===== config.mk =====
export PLATFORM = sky130hd
export DESIGN_NAME = victim_cache_ctrl
export DESIGN_NICKNAME = d
export VERILOG_FILES = /design/src/rtl/victim_cache_ctrl.sv
export SDC_FILE = /design/constraint.sdc
export NUM_CORES = 1
export LEC_CHECK = 0
export ABC_AREA = 1
export ABC_CLOCK_PERIOD_IN_PS = 1530
export BUFFER_PORTS_ARGS = -buffer_cell sky130_fd_sc_hd__buf_2
export CAP_MARGIN = 0
export CELL_PAD_IN_SITES_DETAIL_PLACEMENT = 0
export CELL_PAD_IN_SITES_GLOBAL_PLACEMENT = 2
export CORE_ASPECT_RATIO = 2
export CORE_UTILIZATION = 23
export CTS_CLUSTER_SIZE = 20
export DETAILED_ROUTE_END_ITERATION = 10
export HOLD_SLACK_MARGIN = 0.12
export PLACE_DENSITY = 0.89
export SLEW_MARGIN = 20
export SYNTH_ARGS = -nofsm -noshare
export SYNTH_HDL_FRONTEND = slang
export SYNTH_SLANG_ARGS = --single-unit

===== constraint.sdc =====
create_clock -name clk -period 1.53 [get_ports clk]
set_input_delay 0 -clock clk [delete_from_list [all_inputs] [get_ports clk]]
set_output_delay 0 -clock clk [all_outputs]
set_load 0.005 [all_outputs]

===== src/rtl/victim_cache_ctrl.sv =====
// Victim cache controller: sequences an external tag store through probe (swap-out)
// and insert (with round-robin victim selection and dirty writeback) transactions.
module victim_cache_ctrl #(
  parameter int TAG_WIDTH = 4,
  parameter int NUM_WAYS  = 4,
  localparam int WAY_W    = $clog2(NUM_WAYS)
) (
  input  logic                 clk,
  input  logic                 rst,
  input  logic                 req_valid,
  output logic                 req_ready,
  input  logic                 req_op,
  input  logic [TAG_WIDTH-1:0] req_tag,
  input  logic                 req_dirty,
  output logic                 resp_valid,
  output logic                 resp_hit,
  output logic [WAY_W-1:0]     resp_way,
  output logic                 resp_dirty,
  output logic                 wb_valid,
  input  logic                 wb_ready,
  output logic [TAG_WIDTH-1:0] wb_tag,
  output logic                 ts_write_en,
  output logic                 ts_read_en,
  output logic                 ts_lookup_en,
  output logic                 ts_valid_clear,
  output logic                 ts_dirty_set,
  output logic                 ts_dirty_clear,
  output logic [TAG_WIDTH-1:0] ts_tag,
  output logic [WAY_W-1:0]     ts_way,
  input  logic                 ts_hit,
  input  logic [WAY_W-1:0]     ts_hit_way,
  input  logic                 ts_valid_read,
  input  logic                 ts_dirty_read,
  input  logic [TAG_WIDTH-1:0] ts_tag_read,
  output logic [3:0]           dbg_state
);

  // Handshakes: a request transfers on a cycle where req_valid && req_ready (only
  // in IDLE); a writeback transfers where wb_valid && wb_ready, and wb_valid/wb_tag
  // hold steady until then; resp_valid is a single-cycle pulse with no back-pressure.
  typedef enum logic [3:0] {
    S_IDLE   = 4'd0,
    S_LOOKUP = 4'd1,
    S_HIT_RD = 4'd2,
    S_INVAL  = 4'd3,
    S_VIC_RD = 4'd4,
    S_WB     = 4'd5,
    S_WRITE  = 4'd6,
    S_DSET   = 4'd7,
    S_RESP   = 4'd8
  } state_t;

  state_t               state, state_nxt;
  logic                 op_q;
  logic [TAG_WIDTH-1:0] tag_q;
  logic                 dirty_q;
  logic                 hit_q;
  logic [WAY_W-1:0]     way_q;
  logic                 line_dirty_q;
  logic [TAG_WIDTH-1:0] wb_tag_q;
  logic [WAY_W-1:0]     rr_ptr;

  always_ff @(posedge clk) begin
    if (rst) begin
      state        <= S_IDLE;
      op_q         <= 1'b0;
      tag_q        <= '0;
      dirty_q      <= 1'b0;
      hit_q        <= 1'b0;
      way_q        <= '0;
      line_dirty_q <= 1'b0;
      wb_tag_q     <= '0;
      rr_ptr       <= '0;
    end else begin
      state <= state_nxt;
      case (state)
        S_IDLE: begin
          if (req_valid) begin
            op_q         <= req_op;
            tag_q        <= req_tag;
            dirty_q      <= req_dirty;
            line_dirty_q <= 1'b0;
          end
        end
        S_LOOKUP: begin
          // A probe miss reports way 0; an insert miss targets the round-robin way.
          hit_q <= ts_hit;
          if (ts_hit)    way_q <= ts_hit_way;
          else if (op_q) way_q <= rr_ptr;
          else           way_q <= '0;
        end
        S_HIT_RD: line_dirty_q <= ts_dirty_read;
        S_VIC_RD: begin
          if (ts_valid_read && ts_dirty_read) wb_tag_q <= ts_tag_read;
        end
        S_WRITE: begin
          if (!hit_q) rr_ptr <= rr_ptr + WAY_W'(1);
        end
        default: ;
      endcase
    end
  end

  always_comb begin
    state_nxt      = state;
    req_ready      = 1'b0;
    resp_valid     = 1'b0;
    resp_hit       = 1'b0;
    resp_way       = '0;
    resp_dirty     = 1'b0;
    wb_valid       = 1'b0;
    wb_tag         = '0;
    ts_write_en    = 1'b0;
    ts_read_en     = 1'b0;
    ts_lookup_en   = 1'b0;
    ts_valid_clear = 1'b0;
    ts_dirty_set   = 1'b0;
    ts_dirty_clear = 1'b0;
    ts_tag         = '0;
    ts_way         = '0;
    dbg_state      = '0;
    // Every output is held at zero while rst is high, regardless of current state.
    if (!rst) begin
      dbg_state = state;
      case (state)
        S_IDLE: begin
          req_ready = 1'b1;
          if (req_valid) state_nxt = S_LOOKUP;
        end
        S_LOOKUP: begin
          ts_lookup_en = 1'b1;
          ts_tag       = tag_q;
          if (ts_hit) state_nxt = op_q ? S_WRITE : S_HIT_RD;
          else        state_nxt = op_q ? S_VIC_RD : S_RESP;
        end
        S_HIT_RD: begin
          ts_read_en = 1'b1;
          ts_way     = way_q;
          state_nxt  = S_INVAL;
        end
        S_INVAL: begin
          ts_valid_clear = 1'b1;
          ts_way         = way_q;
          state_nxt      = S_RESP;
        end
        S_VIC_RD: begin
          ts_read_en = 1'b1;
          ts_way     = way_q;
          state_nxt  = (ts_valid_read && ts_dirty_read) ? S_WB : S_WRITE;
        end
        S_WB: begin
          wb_valid = 1'b1;
          wb_tag   = wb_tag_q;
          if (wb_ready) state_nxt = S_WRITE;
        end
        S_WRITE: begin
          ts_write_en = 1'b1;
          ts_tag      = tag_q;
          ts_way      = way_q;
          state_nxt   = dirty_q ? S_DSET : S_RESP;
        end
        S_DSET: begin
          ts_dirty_set = 1'b1;
          ts_way       = way_q;
          state_nxt    = S_RESP;
        end
        S_RESP: begin
          resp_valid = 1'b1;
          resp_hit   = hit_q;
          resp_way   = way_q;
          resp_dirty = op_q ? dirty_q : line_dirty_q;
          state_nxt  = S_IDLE;
        end
        default: state_nxt = S_IDLE;
      endcase
    end
  end

endmodule


# ---- Word-level counts from Yosys, hierarchy flattened
# Index checks and enable logic that the tools add are counted.
dict set report totals {
  register_bits 20
  elab_cells 75
}
dict set report classes {
  addsub 1
  eq_ne 10
  mux 42
  bitwise 1
  n_reduce_logical 12
}
# operator n
set op_table {}
lappend op_table {{4-bit 2-to-1 mux} 10}
lappend op_table {{4-bit case mux with 7 select lines} 1}
lappend op_table {{1-bit 2-to-1 mux} 22}
lappend op_table {{4-bit by 3-bit equality test with 1-bit output, second input constant} 4}
lappend op_table {{2-bit 2-to-1 mux} 7}
lappend op_table {{2-bit AND reduction} 5}
lappend op_table {{4-bit by 2-bit equality test with 1-bit output, second input constant} 2}
lappend op_table {{2-bit OR reduction} 3}
lappend op_table {{5-bit OR reduction} 1}
lappend op_table {{4-bit by 1-bit equality test with 1-bit output, second input constant} 1}
lappend op_table {{4-bit equality test, second input constant} 1}
lappend op_table {{4-bit logical NOT} 1}
lappend op_table {{2-bit != test, second input constant} 2}
lappend op_table {{3-bit 2-to-1 mux} 1}
lappend op_table {{2-bit by 1-bit adder with 2-bit output, second input constant} 1}
lappend op_table {{1-bit case mux with 2 select lines} 1}
lappend op_table {{2-bit nonzero test} 1}
lappend op_table {{1-bit logical AND} 1}
lappend op_table {{1-bit inverter} 1}

# ---- Depth between registers and ports, before layout
# Gate-level depths: netlist of run 1.
dict set report depth {
  word_depth 4
  mapped_depth 7
  mapped_depth_nobuf 7
}

# ---- Worst setup path before layout of run 1
# No wires, ideal clock.
dict set report synth_timing {
  path_type {register to register}
  startpoint {register state[0]}
  endpoint {register tag_q[0]}
  setup_ns 0.119
  arrival_time_ns 1.007
  t_required_ns 1.411
  path_slack_ns 0.404
  stages_incl_launch_ff 6
  path_buffers 1
  period_less_slack_ns 1.126
  path_cell_list {dfxtp_1 nor2_2 nand3_2 buf_6 o21ai_0 a21oi_1}
}
dict set report synth_via {
  elab_chain_len 2
}
# element line_no
set synth_rtl {}
lappend synth_rtl {{start, declared} 53} ;# state_t state, state_nxt;
lappend synth_rtl {{start signal, assigned} 75} ;# state <= state_nxt;
lappend synth_rtl {{4-bit logical NOT} 76} ;# case (state)
lappend synth_rtl {{2-bit AND reduction (no line)} -}
lappend synth_rtl {{end signal, assigned} 80} ;# tag_q <= req_tag;
lappend synth_rtl {{end, declared} 55} ;# logic [TAG_WIDTH-1:0] tag_q;
# Every way passes these cells.
# A chain may end at the register's enable or synchronous reset.

# ---- Worst setup path after layout of run 1
dict set report layout_timing {
  startpoint {register state[0]}
  endpoint {output resp_dirty}
}
dict set report layout_via {
  elab_chain_len 3
}
# element line_no
set layout_rtl {}
lappend layout_rtl {{4-bit equality test} 125} ;# case (state)
lappend layout_rtl {{1-bit 2-to-1 mux} 125}
lappend layout_rtl {{1-bit 2-to-1 mux} 123} ;# if (!rst) begin
lappend layout_rtl {{end, declared} 18} ;# output logic resp_dirty,
# Every way passes these cells.

==> results of run 1 <==
cell usage after synthesis:
cell type,number
o21ai_0,7
xor2_1,1
nand3b_2,1
a21oi_1,15
nand2_1,51
nand3b_1,1
inv_1,28
clkbuf_1,3
conb_1,1
nor2_4,1
buf_6,1
nand3_2,1
buf_4,1
nor3_1,10
inv_2,1
nor2_2,5
nand3_1,11
dfxtp_1,20
nor2_1,30
state kept, by name, summed over array words and instances (netlist names), 2 cells and up:
name	count
rr_ptr	2
state	4
tag_q	4
way_q	2
wb_tag_q	4
kinds of logic after synthesis:
family	Yosys count	synth area share (%)
other	1	0.3283
flip-flops	20	35.05
buffers and inverters	34	12.16
AND/OR/NAND/NOR	111	42.06
AO/OA/AOI/OAI	22	9.638
XOR/XNOR	1	0.7668
final cells by class:
class | instances | area (sq um) | area share, %
sequential | 20 | 412.9 | 24.25
tap | 57 | 71.32 | 4.188
clock buffer | 3 | 41.29 | 2.425
inverter | 29 | 108.9 | 6.392
clock inverter | 1 | 30.03 | 1.763
multi-input combinational | 135 | 640.6 | 37.62
timing repair buffer | 63 | 397.9 | 23.37
report_power, final:
| group | total (mW) | switching (mW) | internal, mW | leakage (nW) |
|---|---|---|---|---|
| combinational | 0.797 | 0.499 | 0.298 | 0.669 |
| clock | 0.536 | 0.186 | 0.349 | 0.0357 |
| sequential | 0.735 | 0.103 | 0.632 | 0.166 |
worst max path at each step:
| stage | from | endpoint | slack [ns] | cells past startpoint |
|---|---|---|---|---|
| after floorplan | state[0] | tag_q[0] | 0.40 | 5 |
| after global placement | state[0] | resp_dirty | 0.11 | 6 |
| after detailed placement | state[0] | resp_dirty | 0.14 | 6 |
| after CTS | state[0] | resp_dirty | 0.003 | 6 |
| after global routing | state[0] | resp_dirty | -0.02 | 6 |
| final | state[0] | resp_dirty | 0.08 | 6 |
stage by stage:
stage / instance area [sq um] / TNS (ns) / setup slack (ns) / power (mW)
6_report: 1703 / 0 / 0.07870 / 2.067
4_1_cts: 1669 / 0 / 0.002906 / 2.035
3_5_place_dp: 1419 / 0 / 0.1402 / 1.405
5_1_grt: 1703 / -0.05062 / -0.01866 / 2.204
3_3_place_gp: 1419 / 0 / 0.1071 / 1.409
2_1_floorplan: 1142 / 0 / 0.4041 / 1.185
critical path: stages, from the launching register on:
cell and delay [ns]:
dfxtp_4 0.38, nor2_4 0.19, inv_1 0.09, nor3_2 0.13, nand2_2 0.12, a21oi_1 0.14
buf_2 0.13
repair_timing:
action / CTS / global route
endpoints found under the hold margin: 14 / 0
hold buffers: 14 / 0
buffers inserted: 2 / 1
gates resized for setup: 8 / 11
pin swaps: 1 / 2
setup endpoints to repair: 15 / 14
metal layers:
| metal | wire length (um) | GRT usage [%] | share of wire, % | up-vias |
|---|---|---|---|---|
| li1 | - | - | - | 706 |
| met1 | 1358 | 14.09 | 38 | 615 |
| met2 | 2074 | 28.11 | 58 | 31 |
| met3 | 97 | 0.9009 | 2.7 | 6 |
| met4 | 76 | 6.861 | 2.1 | 0 |
| met5 | 0 | 0 | 0 | - |
==> reports/qor.txt, run 1 <==
Status -> complete, but fails checks
Failing checks -> design-rule violations
Final ANT Viol Nets -> 0
Remaining Overflow, GRT -> 0
Endpoint, Worst Hold -> state[1]
Crit start category -> flip-flop
Endpoints failing hold -> 0
Largest net degree at the start of global routing -> 24
Clk_lat worst skew -> 0.26 ns
Starting Density -> 23.70%
Fillers -> 529
Synth cell types -> 19
Area grow syn2layout -> 49.07%
Reg2reg path depth -> 7
WP data required -> 1.53 ns
Worst R2R Setup Slack -> 0.27 ns
Synth area leader -> dfxtp_1
Initial antenna violation count -> 0
FF+latch count, synth -> 20
Hold slack -> 0.1266 ns
RR Endpoint -> state[0]
Vias -> 1358
Via-to-Cell Ratio -> 4.409
Hpwl dp -> 2.760 mm
CTS Buffer Depth -> 2
Hold depth -> 5
Clock sink count -> 20
Avg WL per Cell -> 11.71 um
Overall routing resource usage -> 14.27%
Setup repair after global routing missed its margin -> yes
Gpl congestion -> 0.7800
Drt pass-1 iters -> 7
Peak supply drop -> 471.2 uV
Max Cap Violations -> 0
Final wirelength -> 3.606 mm
Final period util -> 94.86%
Register area share after synthesis -> 35.05%
Pins Over Slew Limit -> 0
Commonest non-fill, non-tap cell in the layout -> nand2_1
Hold Crit Class -> primary input to flip-flop
Synth top area cells -> dfxtp_1 35%, nand2_1 17%, nor2_1 9.9%, inv_1 9.2%, a21oi_1 6.6%
Final nets -> 271
FMAX -> 689.0 MHz
CTS tree -> done
DRC Markers -> 1
Non-Filler Instances -> 308
CP Class -> flip-flop to output pin
Core Util, Final -> 35.33%
PwrDens -> 1214 nW/um^2
Most frequent cells in the layout -> 50 x nand2_1, 44 x buf_2, 28 x nor2_1, 25 x inv_1, 16 x dfxtp_1
Detailed Route Iter0 Violations -> 21
Top-area cell type share of the netlist area -> 35.05%
Min Clock Period, post-route -> 1.451 ns
Hold_sp -> wb_ready
Dpl cells -> 287
Core area -> 4820 sq um
Mapped Nets -> 208
H-tree level count -> 1
FP Rows -> 36
Ys Warns -> 0
Die footprint -> 5270 sq um
Vias in the first global route -> 1237
Clock root cell -> clkbuf_8
Worst Setup End Kind -> output pin
Clk slew on worst S/H paths -> 0.08 ns
First-pass GRT wire length -> 5.595 mm
RR Startpoint -> state[2]
Worst-case clock skew -> 0.005264 ns
Cts bufs inserted -> 3
Cell count after synthesis -> 189
# diodes -> 0
Worst-path maximum fanout -> 6
Leakage power -> 0.8703 nW
Setup-failing EPs final -> 0
Die width -> 51.84 um
Ports -> 46
Syn avg cell area -> 6.044 sq um
Netlist Area Pre-Place -> 1142 sq um
Buffers on Ports -> 44
Die height -> 101.7 um
Arr. time, crit path -> 1.45 ns
Fraction of layout cells with a size suffix above 1 -> 29.08%
Power figures use the tool's default switching activity.
==> inputs of run 2 (changes only) <==
--- a/config.mk
+++ b/config.mk
@@ -10,13 +10,13 @@
 export BUFFER_PORTS_ARGS = -buffer_cell sky130_fd_sc_hd__buf_2
 export CAP_MARGIN = 0
 export CELL_PAD_IN_SITES_DETAIL_PLACEMENT = 0
-export CELL_PAD_IN_SITES_GLOBAL_PLACEMENT = 2
+export CELL_PAD_IN_SITES_GLOBAL_PLACEMENT = 1
 export CORE_ASPECT_RATIO = 2
-export CORE_UTILIZATION = 23
+export CORE_UTILIZATION = 31
 export CTS_CLUSTER_SIZE = 20
 export DETAILED_ROUTE_END_ITERATION = 10
 export HOLD_SLACK_MARGIN = 0.12
-export PLACE_DENSITY = 0.89
+export PLACE_DENSITY_LB_ADDON = 0.1
 export SLEW_MARGIN = 20
 export SYNTH_ARGS = -nofsm -noshare
 export SYNTH_HDL_FRONTEND = slang
==> run 2 against run 1 <==
  * The flow now finishes without violations
  * Core utilization up 13 points
  * Sequential power decreased by 2%
  * Final cell count decreased by 2.9%
  * Critical path depth fell by 1
  * Hold slack better by 0.0038 ns
  * Worst setup slack gained 0.021 ns
  * Wire length shrank 6.2%
  * Critical path type unchanged
  * Largest cell class unchanged
  * Highest routed layer unchanged
==> reports/qor.txt, run 2 (same netlist as run 1, synthesis figures left out) <==
Status -> finished clean (was complete, but fails checks)
Area grow syn2layout -> 45.89% (was 49.07%)
Setup crit end -> resp_dirty (unchanged)
Met2 usage in global routing -> 35.31% (was 28.11%)
Drt pass-1 iters -> 4 (was 7)
Register area -> 410.4 sq um (was 412.9 sq um)
Area of the multi-input gates -> 628.1 sq um (was 640.6 sq um)
Final period util -> 93.48% (was 94.86%)
RR Endpoint -> state[0] (unchanged)
Initial antenna violation count -> 0 (unchanged)
CP Class -> flip-flop to output pin (unchanged)
Largest regs -> state x4, tag_q x4, wb_tag_q x4 (unchanged)
PwrDens -> 1130 nW/um^2 (was 1214 nW/um^2)
Clk_lat worst skew -> 0.25 ns (was 0.26 ns)
Setup repair after global routing missed its margin -> yes (unchanged)
DRC Markers -> 0 (was 1)
Die width -> 44.93 um (was 51.84 um)
Overall routing resource usage -> 18.23% (was 14.27%)
Peak supply drop -> 960.0 uV (was 471.2 uV)
Die footprint -> 3947 sq um (was 5270 sq um)
M1 GR Usage -> 17.45% (was 14.09%)
Max Cap Violations -> 0 (unchanged)
RR Startpoint -> state[2] (unchanged)
FMAX -> 699.2 MHz (was 689.0 MHz)
Starting Density -> 33.08% (was 23.70%)
Die height -> 87.85 um (was 101.7 um)
Kind of cell adding the most delay to the critical path -> simple AND/OR/NAND/NOR gates (unchanged)
Commonest non-fill, non-tap cell in the layout -> nand2_1 (unchanged)
Setup-failing EPs final -> 0 (unchanged)
Reg2reg path depth -> 8 (was 7)
Remaining Overflow, GRT -> 0 (unchanged)
Core area -> 3453 sq um (was 4820 sq um)
Vias in the first global route -> 1318 (was 1237)
Cells along the critical path -> inv_1, nor3_1, nand2_1, a21oi_1, buf_2 (was nor2_4, inv_1, nor3_2, nand2_2, a21oi_1, buf_2)
Ports -> 46 (unchanged)
Pins Over Slew Limit -> 0 (unchanged)
CTS Buffer Depth -> 2 (unchanged)
Endpoints failing hold -> 0 (unchanged)
Gpl congestion -> 0.8093 (was 0.7800)
Clock sink count -> 20 (unchanged)
Cts bufs inserted -> 3 (unchanged)
Vias -> 1342 (was 1358)
CP max stage cell -> dfxtp_2 (was dfxtp_4)
CTS tree -> done (unchanged)
Crit path depth -> 5 (was 6)
Final nets -> 272 (was 271)
Worst Setup End Kind -> output pin (unchanged)
Clock root cell -> clkbuf_8 (unchanged)
Final wirelength -> 3.381 mm (was 3.606 mm)
Worst-path maximum fanout -> 5 (was 6)
Detailed Route Iter0 Violations -> 27 (was 21)
GR peak layer -> met2 (unchanged)
H-tree level count -> 1 (unchanged)
Crit path buffers/inverters -> 2 (unchanged)
Clk slew on worst S/H paths -> 0.07 ns (was 0.08 ns)
DP Area -> 1400 sq um (was 1419 sq um)
Worst R2R Setup Slack -> 0.13 ns (was 0.27 ns)
Max incr delay on CP -> 0.38 ns (about the same)
Fillers -> 399 (was 529)
Avg WL per Cell -> 11.31 um (was 11.71 um)
Leakage power -> 0.8610 nW (was 0.8703 nW)
# diodes -> 0 (unchanged)
Largest net degree at the start of global routing -> 24 (unchanged)
Hold Crit Class -> primary input to flip-flop (unchanged)
Arr. time, crit path -> 1.43 ns (was 1.45 ns)
Hpwl dp -> 2.569 mm (was 2.760 mm)
Via-to-Cell Ratio -> 4.488 (was 4.409)
Buffers on Ports -> 44 (unchanged)
WP data required -> 1.53 ns (about the same)
Most frequent cells in the layout -> 49 x nand2_1, 44 x buf_2, 28 x inv_1, 28 x nor2_1, 16 x dfxtp_1 (was 50 x nand2_1, 44 x buf_2, 28 x nor2_1, 25 x inv_1, 16 x dfxtp_1)
Design Area, Final -> 1667 sq um (was 1703 sq um)
Grt met3 use -> 1.856% (was 0.9009%)
Worst-case clock skew -> 0.0007972 ns (was 0.005264 ns)
CP Launch Point -> state[3] (was state[0])
FP Rows -> 30 (was 36)
Min Clock Period, post-route -> 1.430 ns (was 1.451 ns)
Total power -> 1.883 mW (was 2.067 mW)
Fraction of layout cells with a size suffix above 1 -> 27.89% (was 29.08%)
Final ANT Viol Nets -> 0 (unchanged)
Crit start category -> flip-flop (unchanged)
First-pass GRT wire length -> 5.347 mm (was 5.595 mm)
## run 2: worst register-to-register path: stages, from the launching register on
cell and delay, ns:
dfxtp_2 0.36, inv_1 0.09, nor2_4 0.18, buf_4 0.14, buf_4 0.10, nand3b_2 0.19
nand3_1 0.17, nand2_1 0.06, nand2_1 0.04
## run 2: stage by stage
stage                TNS, ns  hold slack [ns]  util [%]  worst slack, ns  instances
floorplan                  0          0.02604         -           0.4041        189
global placement           0           0.2245     40.54           0.1341        277
detailed placement         0           0.2322     40.54           0.1375        277
CTS                        0           0.1319     46.85          0.02717        297
global route        -0.03138           0.1873     48.26         -0.01994        299
finish                     0           0.1304     48.26          0.09979        299
## run 2: worst min path at each step
stage	to	depth (start not counted)	startpoint	slack, ns
after floorplan	wb_valid	1	rst	0.03
after global placement	wb_tag_q[3]	3	ts_tag_read[3]	0.22
after detailed placement	wb_tag_q[1]	3	ts_tag_read[1]	0.23
after CTS	state[0]	6	wb_ready	0.13
after global routing	state[0]	6	wb_ready	0.19
final	state[0]	6	wb_ready	0.13
## run 2: final cells by class
class	instances	share of cell area, %
clock buffer	3	2.477
inverter	29	6.532
multi-input combinational	135	37.69
sequential	20	24.62
tap	48	3.604
timing repair buffer	64	25.08
## run 2: routing by layer
metal	wire, um	vias up
li1	-	706
met2	1872	36
met1	1324	593
met3	98	7
met5	0	-
met4	86	0
## run 2: timing repair
action	CTS	global route
setup endpoints to repair	9	11
pin swaps	2	2
resized for setup	5	8
hold buffers	14	0
hold endpoints to repair	14	0
buffers inserted	3	2
## run 2: where the power goes
group | switching, mW | internal (mW)
logic | 0.493 | 0.334
registers | 0.0902 | 0.632
clock network | 0.159 | 0.175
==> inputs of run 3 (changes only) <==
--- a/config.mk
+++ b/config.mk
@@ -7,7 +7,7 @@
 export LEC_CHECK = 0
 export ABC_AREA = 1
 export ABC_CLOCK_PERIOD_IN_PS = 1530
-export BUFFER_PORTS_ARGS = -buffer_cell sky130_fd_sc_hd__buf_2
+export BUFFER_PORTS_ARGS = -buffer_cell sky130_fd_sc_hd__buf_4
 export CAP_MARGIN = 0
 export CELL_PAD_IN_SITES_DETAIL_PLACEMENT = 0
 export CELL_PAD_IN_SITES_GLOBAL_PLACEMENT = 1
@@ -17,6 +17,7 @@
 export DETAILED_ROUTE_END_ITERATION = 10
 export HOLD_SLACK_MARGIN = 0.12
 export PLACE_DENSITY_LB_ADDON = 0.1
+export SETUP_SLACK_MARGIN = 0.3
 export SLEW_MARGIN = 20
 export SYNTH_ARGS = -nofsm -noshare
 export SYNTH_HDL_FRONTEND = slang
==> run 3 against run 2 <==
  * Wire length rose by 13%
  * Count of clock-buffer cells in the layout increased by 1
  * Design area grew 20%
  * Critical path type unchanged
  * Sequential power up 3.2%
  * Non-clock buffer count rose by 13
  * Largest cell class unchanged
  * Critical endpoint is now ts_lookup_en
  * Critical path depth is 2 higher
  * Sequential cell count unchanged
  * Hold slack gained 0.0093 ns
  * Power is 16% higher
==> reports/qor.txt, run 3 (same netlist as run 1, synthesis figures left out) <==
Overall routing resource usage -> 20.58% (was 18.23%)
Starting Density -> 33.08% (unchanged)
Final nets -> 285 (was 272)
Hold depth -> 6 (unchanged)
Remaining Overflow, GRT -> 0 (unchanged)
# diodes -> 0 (unchanged)
Most frequent cells in the layout -> 59 x buf_4, 42 x nand2_1, 22 x inv_1, 21 x nor2_1 (was 49 x nand2_1, 44 x buf_2, 28 x inv_1, 28 x nor2_1, 16 x dfxtp_1)
CTS tree -> done (unchanged)
Worst-path maximum fanout -> 5 (unchanged)
Peak supply drop -> 924.2 uV (was 960.0 uV)
Commonest non-fill, non-tap cell in the layout -> buf_4 (was nand2_1)
Hpwl dp -> 2.618 mm (was 2.569 mm)
Design Area, Final -> 2004 sq um (was 1667 sq um)
Vias in the first global route -> 1466 (was 1318)
Clock root cell -> clkbuf_8 (unchanged)
PwrDens -> 1093 nW/um^2 (was 1130 nW/um^2)
Status -> finished clean (unchanged)
Worst Setup End Kind -> output pin (unchanged)
Clk_lat worst skew -> 0.26 ns (was 0.25 ns)
Largest regs -> state x4, tag_q x4, wb_tag_q x4 (unchanged)
Hold_sp -> wb_ready (unchanged)
Min Clock Period, post-route -> 1.350 ns (was 1.430 ns)
Pins Over Slew Limit -> 0 (unchanged)
Initial antenna violation count -> 0 (unchanged)
Detailed Route Iter0 Violations -> 49 (was 27)
Max Cap Violations -> 0 (unchanged)
WP data required -> 1.53 ns (about the same)
Final wirelength -> 3.807 mm (was 3.381 mm)
Hold Crit Class -> primary input to flip-flop (unchanged)
Fraction of layout cells with a size suffix above 1 -> 41.13% (was 27.89%)
CP Launch Point -> state[3] (unchanged)
Worst-case clock skew -> 0.003701 ns (was 0.0007972 ns)
Final ANT Viol Nets -> 0 (unchanged)
Gpl congestion -> 0.8844 (was 0.8093)
Setup repair after global routing missed its margin -> yes (unchanged)
Setup-failing EPs final -> 0 (unchanged)
Via-to-Cell Ratio -> 4.665 (was 4.488)
Ports -> 46 (unchanged)
Buffers on Ports -> 44 (unchanged)
Setup TNS -> 0 ns (unchanged)
Clk slew on worst S/H paths -> 0.07 ns (about the same)
Die footprint -> 3947 sq um (unchanged)
Die width -> 44.93 um (unchanged)
Largest net degree at the start of global routing -> 22 (was 24)
Core area -> 3453 sq um (unchanged)
Avg WL per Cell -> 12.16 um (was 11.31 um)
Area grow syn2layout -> 75.47% (was 45.89%)
Arr. time, crit path -> 1.35 ns (was 1.43 ns)
FMAX -> 740.6 MHz (was 699.2 MHz)
Clock sink count -> 20 (unchanged)
DP Area -> 1510 sq um (was 1400 sq um)
Die height -> 87.85 um (unchanged)
CP Class -> flip-flop to output pin (unchanged)
Final period util -> 88.25% (was 93.48%)
Vias -> 1460 (was 1342)
FP Rows -> 30 (unchanged)
Leakage power -> 0.9653 nW (was 0.8610 nW)
DRC Markers -> 0 (unchanged)
RR Startpoint -> state[2] (unchanged)
H-tree level count -> 1 (unchanged)
Cts bufs inserted -> 3 (unchanged)
CTS Buffer Depth -> 2 (unchanged)
Crit start category -> flip-flop (unchanged)
Reg2reg path depth -> 8 (unchanged)
Endpoints failing hold -> 0 (unchanged)
First-pass GRT wire length -> 5.975 mm (was 5.347 mm)
Drt pass-1 iters -> 4 (unchanged)
-- run 3: area by class of cell --
cell class | instances | area (sq um)
Clock buffer | 4 | 55.05
Fill cell | 369 | 1449
Inverter | 29 | 116.4
Multi-Input combinational cell | 135 | 732.0
Sequential cell | 20 | 415.4
Tap cell | 48 | 60.06
Timing Repair Buffer | 77 | 625.6
-- run 3: path summary, 6_finish.rpt --
kind	endpoint	slack (ns)
worst min-delay path	state[0]	0.14
worst min register to register	way_q[0]	0.46
worst max register to register	wb_tag_q[3]	0.25
worst max-delay path	ts_lookup_en	0.18
-- run 3: repair_timing --
action,CTS,global route
buffers inserted,13,3
setup endpoints to repair,38,39
pin swaps,8,5
hold buffers,16,0
hold endpoints to repair,14,0
resized for setup,45,10
-- run 3: metal layers --
| metal | routed length [um] | share of wire [%] | global-route usage [%] | vias up |
|---|---|---|---|---|
| met5 | 0 | 0 | 0 | - |
| met4 | 141 | 3.7 | 13.22 | 0 |
| met3 | 122 | 3.2 | 1.856 | 13 |
| met2 | 2188 | 57 | 39.00 | 43 |
| met1 | 1354 | 36 | 19.57 | 670 |
| li1 | - | - | - | 734 |
-- run 3: where the power goes --
part           total, mW  internal [mW]  switching (mW)
registers          0.745          0.633           0.112
clock network      0.408          0.229           0.179
logic               1.04          0.449           0.587
-- run 3: metrics by stage --
step                      total power, mW  worst slack [ns]  util, %  instances  hold slack [ns]
after global routing                2.342           0.09712    58.04        313           0.1749
after detailed placement            1.408            0.1834    43.73        277           0.2313
after global placement              1.403            0.2102    43.73        277           0.2240
after CTS                           2.118            0.1624    56.20        310           0.1417
final                               2.190            0.1798    58.04        313           0.1397
after floorplan                     1.185            0.4041        -        189          0.02604
-- run 3: critical path, stage by stage, from the launching register on --
cell and delay [ns]:
dfxtp_4 0.38, inv_6 0.09, nand2_2 0.09, nor2_4 0.13, buf_4 0.12, inv_1 0.07, nor2_1 0.10, buf_4 0.12
